===== src/rtl/bcd_conv_arbiter_pkg.sv =====
// rtl/bcd_conv_arbiter_pkg.sv - shared constants for the shared BCD converter
package bcd_conv_arbiter_pkg;

    localparam int WIDTH_DEF  = 12;
    localparam int DIGITS_DEF = 3;

    localparam logic [1:0] ST_IDLE  = 2'd0;
    localparam logic [1:0] ST_SHIFT = 2'd1;
    localparam logic [1:0] ST_DONE  = 2'd2;

    // 10^n, used as the saturation threshold for an n-digit result
    function automatic logic [63:0] pow10(input int n);
        logic [63:0] r;
        r = 64'd1;
        for (int i = 0; i < n; i++) begin
            r = r * 64'd10;
        end
        return r;
    endfunction

endpackage


===== src/rtl/bcd_shift_core.sv =====
// rtl/bcd_shift_core.sv - sequential double-dabble datapath with saturation
module bcd_shift_core
    import bcd_conv_arbiter_pkg::*;
#(
    parameter int WIDTH  = WIDTH_DEF,
    parameter int DIGITS = DIGITS_DEF
) (
    input  logic                  clk,
    input  logic                  rst_n,
    input  logic                  clr_i,
    input  logic                  start_i,
    input  logic                  step_i,
    input  logic [WIDTH-1:0]      operand_i,
    output logic                  last_o,
    output logic [4*DIGITS-1:0]   result_o,
    output logic                  sat_o
);

    localparam int          CW    = $clog2(WIDTH + 1);
    localparam logic [63:0] LIMIT = pow10(DIGITS);

    logic [WIDTH-1:0]    opnd_q, opnd_d;
    logic [4*DIGITS-1:0] scratch_q, scratch_d;
    logic [4*DIGITS-1:0] adjusted, shifted;
    logic [CW-1:0]       cnt_q, cnt_d;
    logic                sat_q, sat_d;

    // add 3 to every digit that would reach 10 or more after the shift
    always_comb begin
        adjusted = scratch_q;
        for (int i = 0; i < DIGITS; i++) begin
            if (scratch_q[4*i +: 4] >= 4'd5) begin
                adjusted[4*i +: 4] = scratch_q[4*i +: 4] + 4'd3;
            end
        end
    end

    assign shifted = {adjusted[4*DIGITS-2:0], opnd_q[WIDTH-1]};

    // capture on start, shift the operand out MSB-first on each step
    always_comb begin
        opnd_d    = opnd_q;
        scratch_d = scratch_q;
        cnt_d     = cnt_q;
        sat_d     = sat_q;
        if (clr_i) begin
            opnd_d    = '0;
            scratch_d = '0;
            cnt_d     = '0;
            sat_d     = 1'b0;
        end else if (start_i) begin
            opnd_d    = operand_i;
            scratch_d = '0;
            cnt_d     = '0;
            sat_d     = (64'(operand_i) >= LIMIT);
        end else if (step_i) begin
            opnd_d    = opnd_q << 1;
            scratch_d = shifted;
            cnt_d     = cnt_q + CW'(1);
        end
    end

    // datapath registers
    always_ff @(posedge clk or negedge rst_n) begin
        if (!rst_n) begin
            opnd_q    <= '0;
            scratch_q <= '0;
            cnt_q     <= '0;
            sat_q     <= 1'b0;
        end else begin
            opnd_q    <= opnd_d;
            scratch_q <= scratch_d;
            cnt_q     <= cnt_d;
            sat_q     <= sat_d;
        end
    end

    // result is the value the final step would write, so it can be taken on that edge
    assign last_o   = (cnt_q == CW'(WIDTH - 1));
    assign result_o = sat_q ? {DIGITS{4'h9}} : shifted;
    assign sat_o    = sat_q;

endmodule


===== src/rtl/bcd_conv_arbiter.sv =====
// rtl/bcd_conv_arbiter.sv - round-robin arbiter sharing one BCD converter
module bcd_conv_arbiter
    import bcd_conv_arbiter_pkg::*;
#(
    parameter int WIDTH  = WIDTH_DEF,
    parameter int DIGITS = DIGITS_DEF
) (
    input  logic                clk,
    input  logic                rst_n,
    input  logic                clr,
    input  logic [1:0]          req,
    input  logic [WIDTH-1:0]    value0,
    input  logic [WIDTH-1:0]    value1,
    output logic [1:0]          ack,
    output logic                busy,
    output logic [4*DIGITS-1:0] bcd0,
    output logic [4*DIGITS-1:0] bcd1,
    output logic [1:0]          ovf
);

    logic [1:0]          state_q, state_d;
    logic                grant_q, grant_d;
    logic                rr_q, rr_d;
    logic [4*DIGITS-1:0] bcd0_q, bcd0_d, bcd1_q, bcd1_d;
    logic [1:0]          ovf_q, ovf_d;
    logic                pick, start, step, last, sat;
    logic [4*DIGITS-1:0] result;

    // single requester wins outright; on a tie rr_q names the favoured one
    always_comb begin
        if (req == 2'b01) begin
            pick = 1'b0;
        end else if (req == 2'b10) begin
            pick = 1'b1;
        end else begin
            pick = rr_q;
        end
    end

    // FSM, pointer update and result holding
    always_comb begin
        state_d = state_q;
        grant_d = grant_q;
        rr_d    = rr_q;
        bcd0_d  = bcd0_q;
        bcd1_d  = bcd1_q;
        ovf_d   = ovf_q;
        start   = 1'b0;
        step    = 1'b0;
        if (clr) begin
            state_d = ST_IDLE;
            rr_d    = 1'b0;
            bcd0_d  = '0;
            bcd1_d  = '0;
            ovf_d   = 2'b00;
        end else begin
            case (state_q)
                ST_IDLE: begin
                    if (|req) begin
                        grant_d = pick;
                        rr_d    = ~pick;
                        start   = 1'b1;
                        state_d = ST_SHIFT;
                    end
                end
                ST_SHIFT: begin
                    step = 1'b1;
                    if (last) begin
                        if (grant_q) begin
                            bcd1_d   = result;
                            ovf_d[1] = sat;
                        end else begin
                            bcd0_d   = result;
                            ovf_d[0] = sat;
                        end
                        state_d = ST_DONE;
                    end
                end
                ST_DONE:  state_d = ST_IDLE;
                default:  state_d = ST_IDLE;
            endcase
        end
    end

    // control and result registers
    always_ff @(posedge clk or negedge rst_n) begin
        if (!rst_n) begin
            state_q <= ST_IDLE;
            grant_q <= 1'b0;
            rr_q    <= 1'b0;
            bcd0_q  <= '0;
            bcd1_q  <= '0;
            ovf_q   <= 2'b00;
        end else begin
            state_q <= state_d;
            grant_q <= grant_d;
            rr_q    <= rr_d;
            bcd0_q  <= bcd0_d;
            bcd1_q  <= bcd1_d;
            ovf_q   <= ovf_d;
        end
    end

    bcd_shift_core #(
        .WIDTH  (WIDTH),
        .DIGITS (DIGITS)
    ) u_core (
        .clk       (clk),
        .rst_n     (rst_n),
        .clr_i     (clr),
        .start_i   (start),
        .step_i    (step),
        .operand_i (grant_d ? value1 : value0),
        .last_o    (last),
        .result_o  (result),
        .sat_o     (sat)
    );

    // a clear arriving in DONE suppresses the completion pulse
    assign ack  = (state_q == ST_DONE && !clr) ? (grant_q ? 2'b10 : 2'b01) : 2'b00;
    assign busy = (state_q != ST_IDLE);
    assign bcd0 = bcd0_q;
    assign bcd1 = bcd1_q;
    assign ovf  = ovf_q;

endmodule


===== config.mk =====
export PLATFORM = sky130hd
export DESIGN_NAME = bcd_conv_arbiter
export DESIGN_NICKNAME = d
export VERILOG_FILES = /design/src/rtl/bcd_conv_arbiter_pkg.sv /design/src/rtl/bcd_shift_core.sv /design/src/rtl/bcd_conv_arbiter.sv
export SDC_FILE = /design/constraint.sdc
export NUM_CORES = 1
export LEC_CHECK = 0
export BUFFER_PORTS_ARGS = -buffer_cell sky130_fd_sc_hd__buf_2
export CORE_MARGIN = 4
export CORE_UTILIZATION = 54
export CTS_CLUSTER_SIZE = 30
export DETAILED_ROUTE_END_ITERATION = 7
export HOLD_SLACK_MARGIN = 0.15
export PLACE_DENSITY = 0.88
export SETUP_SLACK_MARGIN = 0.3
export SLEW_MARGIN = 10
export SYNTH_ARGS = -nofsm -noshare
export SYNTH_HDL_FRONTEND = slang
export SYNTH_SLANG_ARGS = --single-unit

===== constraint.sdc =====
create_clock -name clk -period 2.5 [get_ports clk]
set_clock_uncertainty 0.05 [all_clocks]
set_input_delay 0.5 -clock clk [delete_from_list [all_inputs] [get_ports clk]]
set_output_delay 0.5 -clock clk [all_outputs]
set_load 0.01 [all_outputs]

; ---- Word-level counts from Yosys, hierarchy flattened
; Cells that the tools add are included.
[classes]
order_cmp = 4
muxes = 48
n_addsub = 4
n_reduce_logical = 16
eq_ne = 8
bitwise_logic = 1
[op_table]
columns = cell, n
row1 = $mux W12, 16
row2 = $mux W4, 5
row3 = $mux W1, 17
row4 = $mux W2, 8
row5 = $reduce_bool A2 Y1, 7
row6 = $ge A12 B10 Y1 const B, 1
row7 = $ge A4 B3 Y1 const B, 3
row8 = $add A4 B2 Y4 const B, 2
row9 = $ne A3 B3 Y1 const B, 2
row10 = $reduce_and A3 Y1, 2
row11 = $add A4 B1 Y4 const B, 1
row12 = $eq A2 B1 Y1 const B, 2
row13 = $eq A2 B2 Y1 const B, 2
row14 = $eq A4 B4 Y1 const B, 1
row15 = $pmux W2 S2, 1
row16 = $reduce_and A2 Y1, 2
row17 = $add A3 B2 Y3 const B, 1
row18 = $mux W3, 1
row19 = $reduce_bool A3 Y1, 1
row20 = $logic_not A2 Y1, 1
row21 = $ne A2 B2 Y1 const B, 1
row22 = $reduce_or A2 Y1, 1
row23 = $logic_and A1 B1 Y1, 1
row24 = $logic_not A1 Y1, 1
row25 = $not A1 Y1, 1
[word_totals]
out_inout_bits = 29
word_cells = 92
ff_bits = 59
in_bits = 29

; ---- Longest topological paths before layout
; Gate-level depths: netlist of run 1.
[logic_depth]
word_depth = 10
depth_mapped = 7
mapped_depth_nobuf = 7

; ---- By module
; A second synthesis of run 1 with hierarchy kept.
[unflattened]
hier_cells = 358
area_unflattened_um2 = 3460.8
[modules_own_cells]
columns = mod, seq_area_each_um2, cells_each, area_per_inst_um2, instances
row1 = bcd_shift_core, 725.7, 201, 1754.2, 1
row2 = bcd_conv_arbiter, 750.7, 157, 1706.6, 1

; ---- Least setup slack after synthesis of run 1
; OpenSTA, ideal clock, no wires.
[synth_path]
kind = reg-to-reg
start = reg u_core.cnt_q[0]
end = reg bcd1_q[10], in the netlist bcd1[10]
path_slack_ns = 0.598
t_arrival_ns = 1.728
synth_period_minus_slack_ns = 1.902
required_time_ns = 2.325
setup_ns = 0.125
path_buffers = 1
stages_incl_launch_ff = 7
cell_sequence = dfrtp_1 > ha_1 > nand3b_1 > nor2_1 > a21oi_1 > buf_2 > mux2_2
[synth_between]
elab_chain_len = 3
[synth_lines]
columns = element, line
row1 = "start, declared", bcd_shift_core.sv:25  ; logic [CW-1:0] cnt_q, cnt_d;
row2 = "start signal, assigned", bcd_shift_core.sv:73  ; cnt_q <= cnt_d;
row3 = $eq A4 B4 Y1, bcd_shift_core.sv:79  ; assign last_o = (cnt_q == CW'(WIDTH - 1));
row4 = $reduce_bool A2 Y1 (no source line), --
row5 = $reduce_and A3 Y1 (no source line), --
row6 = "end signal, assigned", bcd_conv_arbiter.sv:92  ; bcd1_q <= '0;
row7 = "end signal, assigned", bcd_conv_arbiter.sv:99  ; bcd1_q <= bcd1_d;
row8 = "end, declared", bcd_conv_arbiter.sv:24  ; logic [4*DIGITS-1:0] bcd0_q, bcd0_d, bcd1_q, bcd1_d;
; Every way passes these cells.
; A chain may end at the register's enable or synchronous reset.

; ---- Worst setup path after layout of run 1
[layout_path]
start = reg u_core.scratch_q[4]
end = reg bcd1_q[6], in the netlist bcd1[6]
[layout_between]
elab_chain_len = 7
word_cells_on_any_way = 8
cone_classes = 1 x add/sub / 1 x order compare / 6 x mux
[layout_lines]
columns = element, line
row1 = "start, declared", bcd_shift_core.sv:23  ; logic [4*DIGITS-1:0] scratch_q, scratch_d;
row2 = "start signal, assigned", bcd_shift_core.sv:72  ; scratch_q <= scratch_d;
row3 = $add A4 B2 Y4 or $ge A4 B3 Y1 (tied branches), "bcd_shift_core.sv:33, bcd_shift_core.sv:32"
row4 = $mux W4 (*), bcd_shift_core.sv:32  ; if (scratch_q[4*i +: 4] >= 4'd5) begin
row5 = $mux W12 (*), bcd_shift_core.sv:80  ; assign result_o = sat_q ? {DIGITS{4'h9}} : shifted;
row6 = $mux W12 (*), bcd_conv_arbiter.sv:69  ; if (grant_q) begin
row7 = $mux W12 (*), bcd_conv_arbiter.sv:68  ; if (last) begin
row8 = $mux W12 (*), bcd_conv_arbiter.sv:57  ; case (state_q)
row9 = $mux W12 (*), bcd_conv_arbiter.sv:50  ; if (clr) begin
; Mark *: on every way between the ends. The rest lies on a longest branch, timed or not. The select of a mux whose other input is x is not followed.

==> impl_metrics.toml, run 1 <==
[global_routing]
grt_pass1_wl_um = 10800
grt.overflow.total = 0
number_of_global_route_vias_before_repair = 2280
grt_max_degree = 33
gr-usage-all-layers_pct = 22.5
antenna_found_initial = 0

[timing]
min_period_ns = 1.97
finalSetupViolCount = 0
final-max-slew-violation-count = 0
final.period_utilization_pct = 78.9
setup_ws_ns = 0.528
rsz0062_at_grt = "no"
fmaxAchievable_mhz = 507
slew_headroom_pct = 47.0
totalNegativeSetupSlack_ns = 0
hold_violations = 0
transition_time_at_the_pin_with_the_least_slew_margin_ns = 0.795

[synthesis]
mappedNetlistNets = 300
synthesis.area_per_instance_um2 = 10.8
ys_types = 38
yosys.area.top_type = "dfrtp_1"
yosys_warning_total = 0
synthMostInstantiatedCell = "dfrtp_1"
mappedNetlistArea_um2 = 2860
ys_seq_elements = 59
ys_async_sr_fraction_pct = 100
synthFlopType = "dfrtp_1"
yosys-top-cells-area = "dfrtp_1 (52%), mux2_2 (9.9%), o21ai_0 (4.9%)"
postSynthCellCount = 264
yosysSeqAreaShare_pct = 51.7
post-synth-top-area-fraction_pct = 51.7
number_of_enable_flip_flop_cells_after_synthesis = 0
synthTopCellsByCount = "dfrtp_1 (59), o21ai_0 (28), mux2_2 (25)"

[worst_setup_path]
crit_type = "reg -> reg"
start_kind = "register"
setup_slack_of_the_worst_register_to_register_path_ns = 0.53
required_ns = 2.73
cp_max_fo = 4
crit_start = "u_core.scratch_q[4]$_DFFE_PN0P_"
cp-end-kind = "register"
regToRegStartpoint = "u_core.scratch_q[4]$_DFFE_PN0P_"
critical_path_arrival_ns = 2.20

[routing]
first_iter_violations = 140
detail_route.wl_per_cell_um = 16.8
dr_total_vias = 2301
drt_drc_violations_left = 0
final_antenna_net_count = 0
detailedRoute.firstPassIterationCount = 5
route.detailed.vias_per_inst = 5.74
routed_wirelength_um = 6750

[clock_tree]
postCtsSetupRepairBufs = 0
cts.sinks = 59
numCtsBuffers = 9
clkSlewWorstSetupHoldPaths_ns = 0.07
cts-root-to-sink-buffers = 2
clk-insertion-delay-late_ns = 0.33
clockRootBuffer = "clkbuf_8"
cts_max_level = 3
tritoncts = "done"

[job]
cap_violations = 0

[floorplan]
core_region_area_um2 = 5110
die_w_um = 80.7
num_io_pins = 58
die_h_um = 80.7
die_area_um2 = 6510
starting_density_of_the_core_pct = 55.9
placementRows = 26

[finish]
layout-area-overhead-vs-synth_pct = 19.5
design.final.nets = 363
antenna_cells_inserted = 0
drive_above_1_share_pct = 32.9

[run_status]
status = "completed"

[power]
power_report.internal_total_w = 0.00152
seq_power_share_pct = 50.4
p_clk_share_pct = 35.4
switching_share_pct = 27.8
switching_power_w = 0.000584
combPwrFrac_pct = 14.2
max-vdd-ir-drop_mv = 0.296
power_density_nw_per_um2 = 616
total_leakage_power_nw = 1.69

[worst_hold_path]
worst_hold_path_type = "in -> reg"
holdCritStartpoint = "value0[8]"

[place]
place.port_buffers = 57
dpl.hpwl_um = 4750
post-place-ws_ns = 0.370
gp_congestion = 0.828
-- worst paths after layout --
| check | endpoint | cells past startpoint |
|---|---|---|
| max | bcd1[6]$_DFFE_PN0P_ | 7 |
| min | u_core.opnd_q[8]$_DFFE_PN0P_ | 3 |
| max reg2reg | bcd1[6]$_DFFE_PN0P_ | 7 |
| min reg2reg | u_core.scratch_q[9]$_DFFE_PN0P_ | 2 |
| max in group asynchronous | u_core.scratch_q[7]$_DFFE_PN0P_ | 3 |
| min in group asynchronous | u_core.opnd_q[5]$_DFFE_PN0P_ | 2 |
-- metal layers --
metal	track usage, %	wire [µm]
met1	26.3	2710
met2	37.8	3570
met3	4.15	242
met4	14.9	228
met5	0	0
-- placed cells by master (no fill, tap or decap), types with 2 or more instances in the layout --
| master | count |
|---|---|
| mux2_2 | 25 |
| mux2i_1 | 13 |
| ha_1 | 7 |
| clkbuf_8 | 10 |
| a21o_1 | 3 |
| dfrtp_1 | 59 |
| xor2_1 | 2 |
| o21ai_0 | 28 |
| clkinvlp_4 | 2 |
| buf_2 | 57 |
| nand3_1 | 2 |
| xnor2_1 | 3 |
| nand2_1 | 22 |
| nor3_1 | 4 |
| nand3b_1 | 2 |
| a22oi_1 | 11 |
| clkinv_2 | 3 |
| nor3b_1 | 4 |
| nand2b_1 | 5 |
| o2111ai_1 | 2 |
| o21bai_1 | 2 |
| buf_4 | 6 |
| inv_1 | 9 |
| a21oi_1 | 16 |
| nor2_1 | 16 |
| a32o_1 | 2 |
-- flip-flops by register name, summed over array words and instances, names as in the netlist --
signal	cells
rr_q	1
u_core.sat_o	1
bcd0	12
u_core.opnd_q	12
bcd1	12
grant_q	1
u_core.scratch_q	12
u_core.cnt_q	4
ovf	2
state_q	2
-- power by group through the flow --
stage / sequential (W) / clock (W) / combinational (W)
after global routing: 0.00107 / 0.000810 / 0.000327
after global placement: 0.00107 / 0 / 0.000286
after detailed placement: 0.00108 / 0 / 0.000295
final: 0.00106 / 0.000744 / 0.000298
after floorplan: 0.00108 / 0 / 0.000166
after CTS: 0.00106 / 0.000753 / 0.000301
-- logic make-up (layout without fill, tap and decap cells) --
family	after synthesis	count (layout)	share of synthesized area [%]
muxes	39	39	14.9
xor gates and xnor gates	5	5	1.53
DFF	59	59	51.7
adders and majority gates	8	8	3.42
and+or+nand+nor	64	64	11.0
buffers and inverters	22	89	3.29
AOI/OAI and AO/OA	67	67	14.1
-- worst max-delay path, stage by stage (launching register included) --
cell      delay [ns]
dfrtp_1         0.43
inv_1           0.13
ha_1            0.24
nand2b_1        0.10
a21oi_1         0.29
mux2_2          0.39
nor2_1          0.13
mux2_2          0.16
-- what timing repair did --
item                                    CTS  global route
hold buffers                              1             0
gates resized for setup                   1             0
hold endpoints to repair                 27             0
endpoints found under the setup margin    1             0
-- per-stage QoR --
step	util, %	power, W	cells	hold WS, ns	instance area, µm²
after floorplan	-	0.00124	264	0.154	2860
after global placement	63.3	0.00136	385	0.415	3230
after detailed placement	63.3	0.00137	385	0.421	3230
after CTS	66.8	0.00211	401	0.410	3410
after global routing	66.8	0.00220	401	0.435	3410
final	66.8	0.00210	401	0.416	3410
-- area by class of cell --
cell class                      count  area, µm²
Multi-Input combinational cell    183       1290
Clock buffer                       10        138
Inverter                            9       33.8
Clock inverter                      5       30.0
Sequential cell                    59       1480
Timing Repair Buffer               65        360
Fill cell                         389       1690
Tap cell                           70       87.6
(Power assumes the default switching activity.)
==> inputs of run 2 (changes only) <==
--- a/config.mk
+++ b/config.mk
@@ -7,11 +7,11 @@
 export LEC_CHECK = 0
 export BUFFER_PORTS_ARGS = -buffer_cell sky130_fd_sc_hd__buf_2
 export CORE_MARGIN = 4
-export CORE_UTILIZATION = 54
+export CORE_UTILIZATION = 49
 export CTS_CLUSTER_SIZE = 30
 export DETAILED_ROUTE_END_ITERATION = 7
 export HOLD_SLACK_MARGIN = 0.15
-export PLACE_DENSITY = 0.88
+export PLACE_DENSITY = 0.84
 export SETUP_SLACK_MARGIN = 0.3
 export SLEW_MARGIN = 10
 export SYNTH_ARGS = -nofsm -noshare
==> constraint.sdc (replaced) <==
create_clock -name clk -period 1.6 [get_ports clk]
set_clock_uncertainty 0.05 [all_clocks]
set_input_delay 0.32 -clock clk [delete_from_list [all_inputs] [get_ports clk]]
set_output_delay 0.32 -clock clk [all_outputs]
set_load 0.01 [all_outputs]
==> impl_metrics.toml, run 2 (synthesized netlist as in run 1, its figures left out) <==
[job]
cap_violations = 0

[clock_tree]
cts.sinks = 59
clkSlewWorstSetupHoldPaths_ns = 0.08
cts_max_level = 3
clk-insertion-delay-late_ns = 0.35
numCtsBuffers = 9
tritoncts = "done"
cts-root-to-sink-buffers = 2
clockRootBuffer = "clkbuf_8"

[place]
dpl.hpwl_um = 5120
gp_congestion = 0.740
post-place-ws_ns = -0.190
place.port_buffers = 57

[worst_setup_path]
timing.critical_path.to = "bcd1[9]$_DFFE_PN0P_"
crit_start = "u_core.cnt_q[1]$_DFFE_PN0P_"
required_ns = 1.79
setup_slack_of_the_worst_register_to_register_path_ns = -0.27
critical_path_arrival_ns = 2.06
r2r_cells = 7
regToRegStartpoint = "u_core.cnt_q[1]$_DFFE_PN0P_"
crit_type = "reg -> reg"
cp_max_fo = 6
cp-end-kind = "register"
crit-reg2reg-capture = "bcd1[9]$_DFFE_PN0P_"
start_kind = "register"

[floorplan]
die_w_um = 84.3
placementRows = 27
die_area_um2 = 7110
die_h_um = 84.3
num_io_pins = 58
starting_density_of_the_core_pct = 51.2
core_region_area_um2 = 5570

[timing]
hold_violations = 0
fin_hold_ws_ns = 0.213
slew_headroom_pct = 68.6
transition_time_at_the_pin_with_the_least_slew_margin_ns = 0.472
min_period_ns = 1.87
rsz0062_at_grt = "yes"
finalSetupViolCount = 46
setup_ws_ns = -0.268
final-max-slew-violation-count = 0
fmaxAchievable_mhz = 535
final.period_utilization_pct = 117

[global_routing]
number_of_global_route_vias_before_repair = 2700
gr-usage-all-layers_pct = 23.7
antenna_found_initial = 0
grt.overflow.total = 0
grt_pass1_wl_um = 13300
grt_max_degree = 22

[finish]
layout.cells.most_common = "dfrtp_1"
drive_above_1_share_pct = 55.6
design.final.nets = 417
antenna_cells_inserted = 0
layout-area-overhead-vs-synth_pct = 55.1
layout.cells.most_common_list = "dfrtp_1 (57), buf_2 (55), buf_4 (42), mux2_4 (26), nand2_1 (19)"
final_util_pct = 79.5

[routing]
first_iter_violations = 271
final_antenna_net_count = 0
route.detailed.vias_per_inst = 5.95
drt_drc_violations_left = 0
routed_wirelength_um = 9720
detailedRoute.firstPassIterationCount = 5
dr_total_vias = 2717
detail_route.wl_per_cell_um = 21.3

[run_status]
status = "finished, violations left"
violations = "setup timing"

[power]
max-vdd-ir-drop_mv = 0.581
total_power_w = 0.00429
power_density_nw_per_um2 = 969
total_leakage_power_nw = 2.16

[worst_hold_path]
worst_hold_path_type = "in -> reg"
run 2: layout make-up:
class                   count  area [µm²]
multi-input cells         183        1680
inverters                   9        36.3
flip-flops and latches     59        1480
clock inverters             5         125
fillers                   309        1140
well taps                  72        90.1
repair buffers            119         881
clock buffers              10         138
run 2: repair_timing:
| item | CTS | global route |
|---|---|---|
| pin swaps | 5 | 5 |
| setup endpoints to repair | 62 | 62 |
| hold buffers | 1 | 0 |
| buffers inserted | 16 | 11 |
| gates resized for setup | 32 | 27 |
| cloned | 0 | 2 |
| hold endpoints to repair | 16 | 0 |
run 2: metal layers:
metal	vias up	routed length, µm	part of all wire [%]	GRT usage (%)
li1	1169	-	-	-
met1	1356	3600	37	27.3
met2	150	5100	52	42.1
met3	42	642	6.6	6.08
met4	0	380	3.9	9.06
met5	-	0	0	0
run 2: worst min-delay path by stage:
stage,from,endpoint,slack [ns],depth (start not counted)
2_1_floorplan,rst_n,bcd0[0]$_DFFE_PN0P_,-0.03,0
3_3_place_gp,rst_n,u_core.scratch_q[4]$_DFFE_PN0P_,0.22,1
3_5_place_dp,rst_n,u_core.scratch_q[11]$_DFFE_PN0P_,0.23,1
4_1_cts,value0[2],u_core.opnd_q[2]$_DFFE_PN0P_,0.22,3
5_1_grt,value1[2],u_core.opnd_q[2]$_DFFE_PN0P_,0.24,3
6_report,value0[0],u_core.opnd_q[0]$_DFFE_PN0P_,0.21,3
run 2: power breakdown:
part	switching, W	internal (W)	total, W	leakage, nW
clock network	0.000637	0.00122	0.00186	0.132
registers	0.0000788	0.00158	0.00166	0.800
logic	0.000386	0.000380	0.000766	1.23
total	0.00110	0.00319	0.00429	2.16
run 2: critical path, cell delays in order, from the launching register on:
cell and delay [ns]:
dfrtp_1 0.40, ha_2 0.21, nand3b_1 0.15, buf_4 0.15
nor2_4 0.04, a21oi_4 0.24, clkbuf_16 0.22, mux2_4 0.30
run 2: stage by stage:
stage / instances / area [µm²] / TNS [ns]
floorplan: 264 / 3150 / -1.15
global placement: 412 / 3690 / -1.70
detailed placement: 412 / 3690 / -3.26
CTS: 444 / 4210 / -2.30
global route: 457 / 4430 / -9.63
finish: 457 / 4430 / -7.00
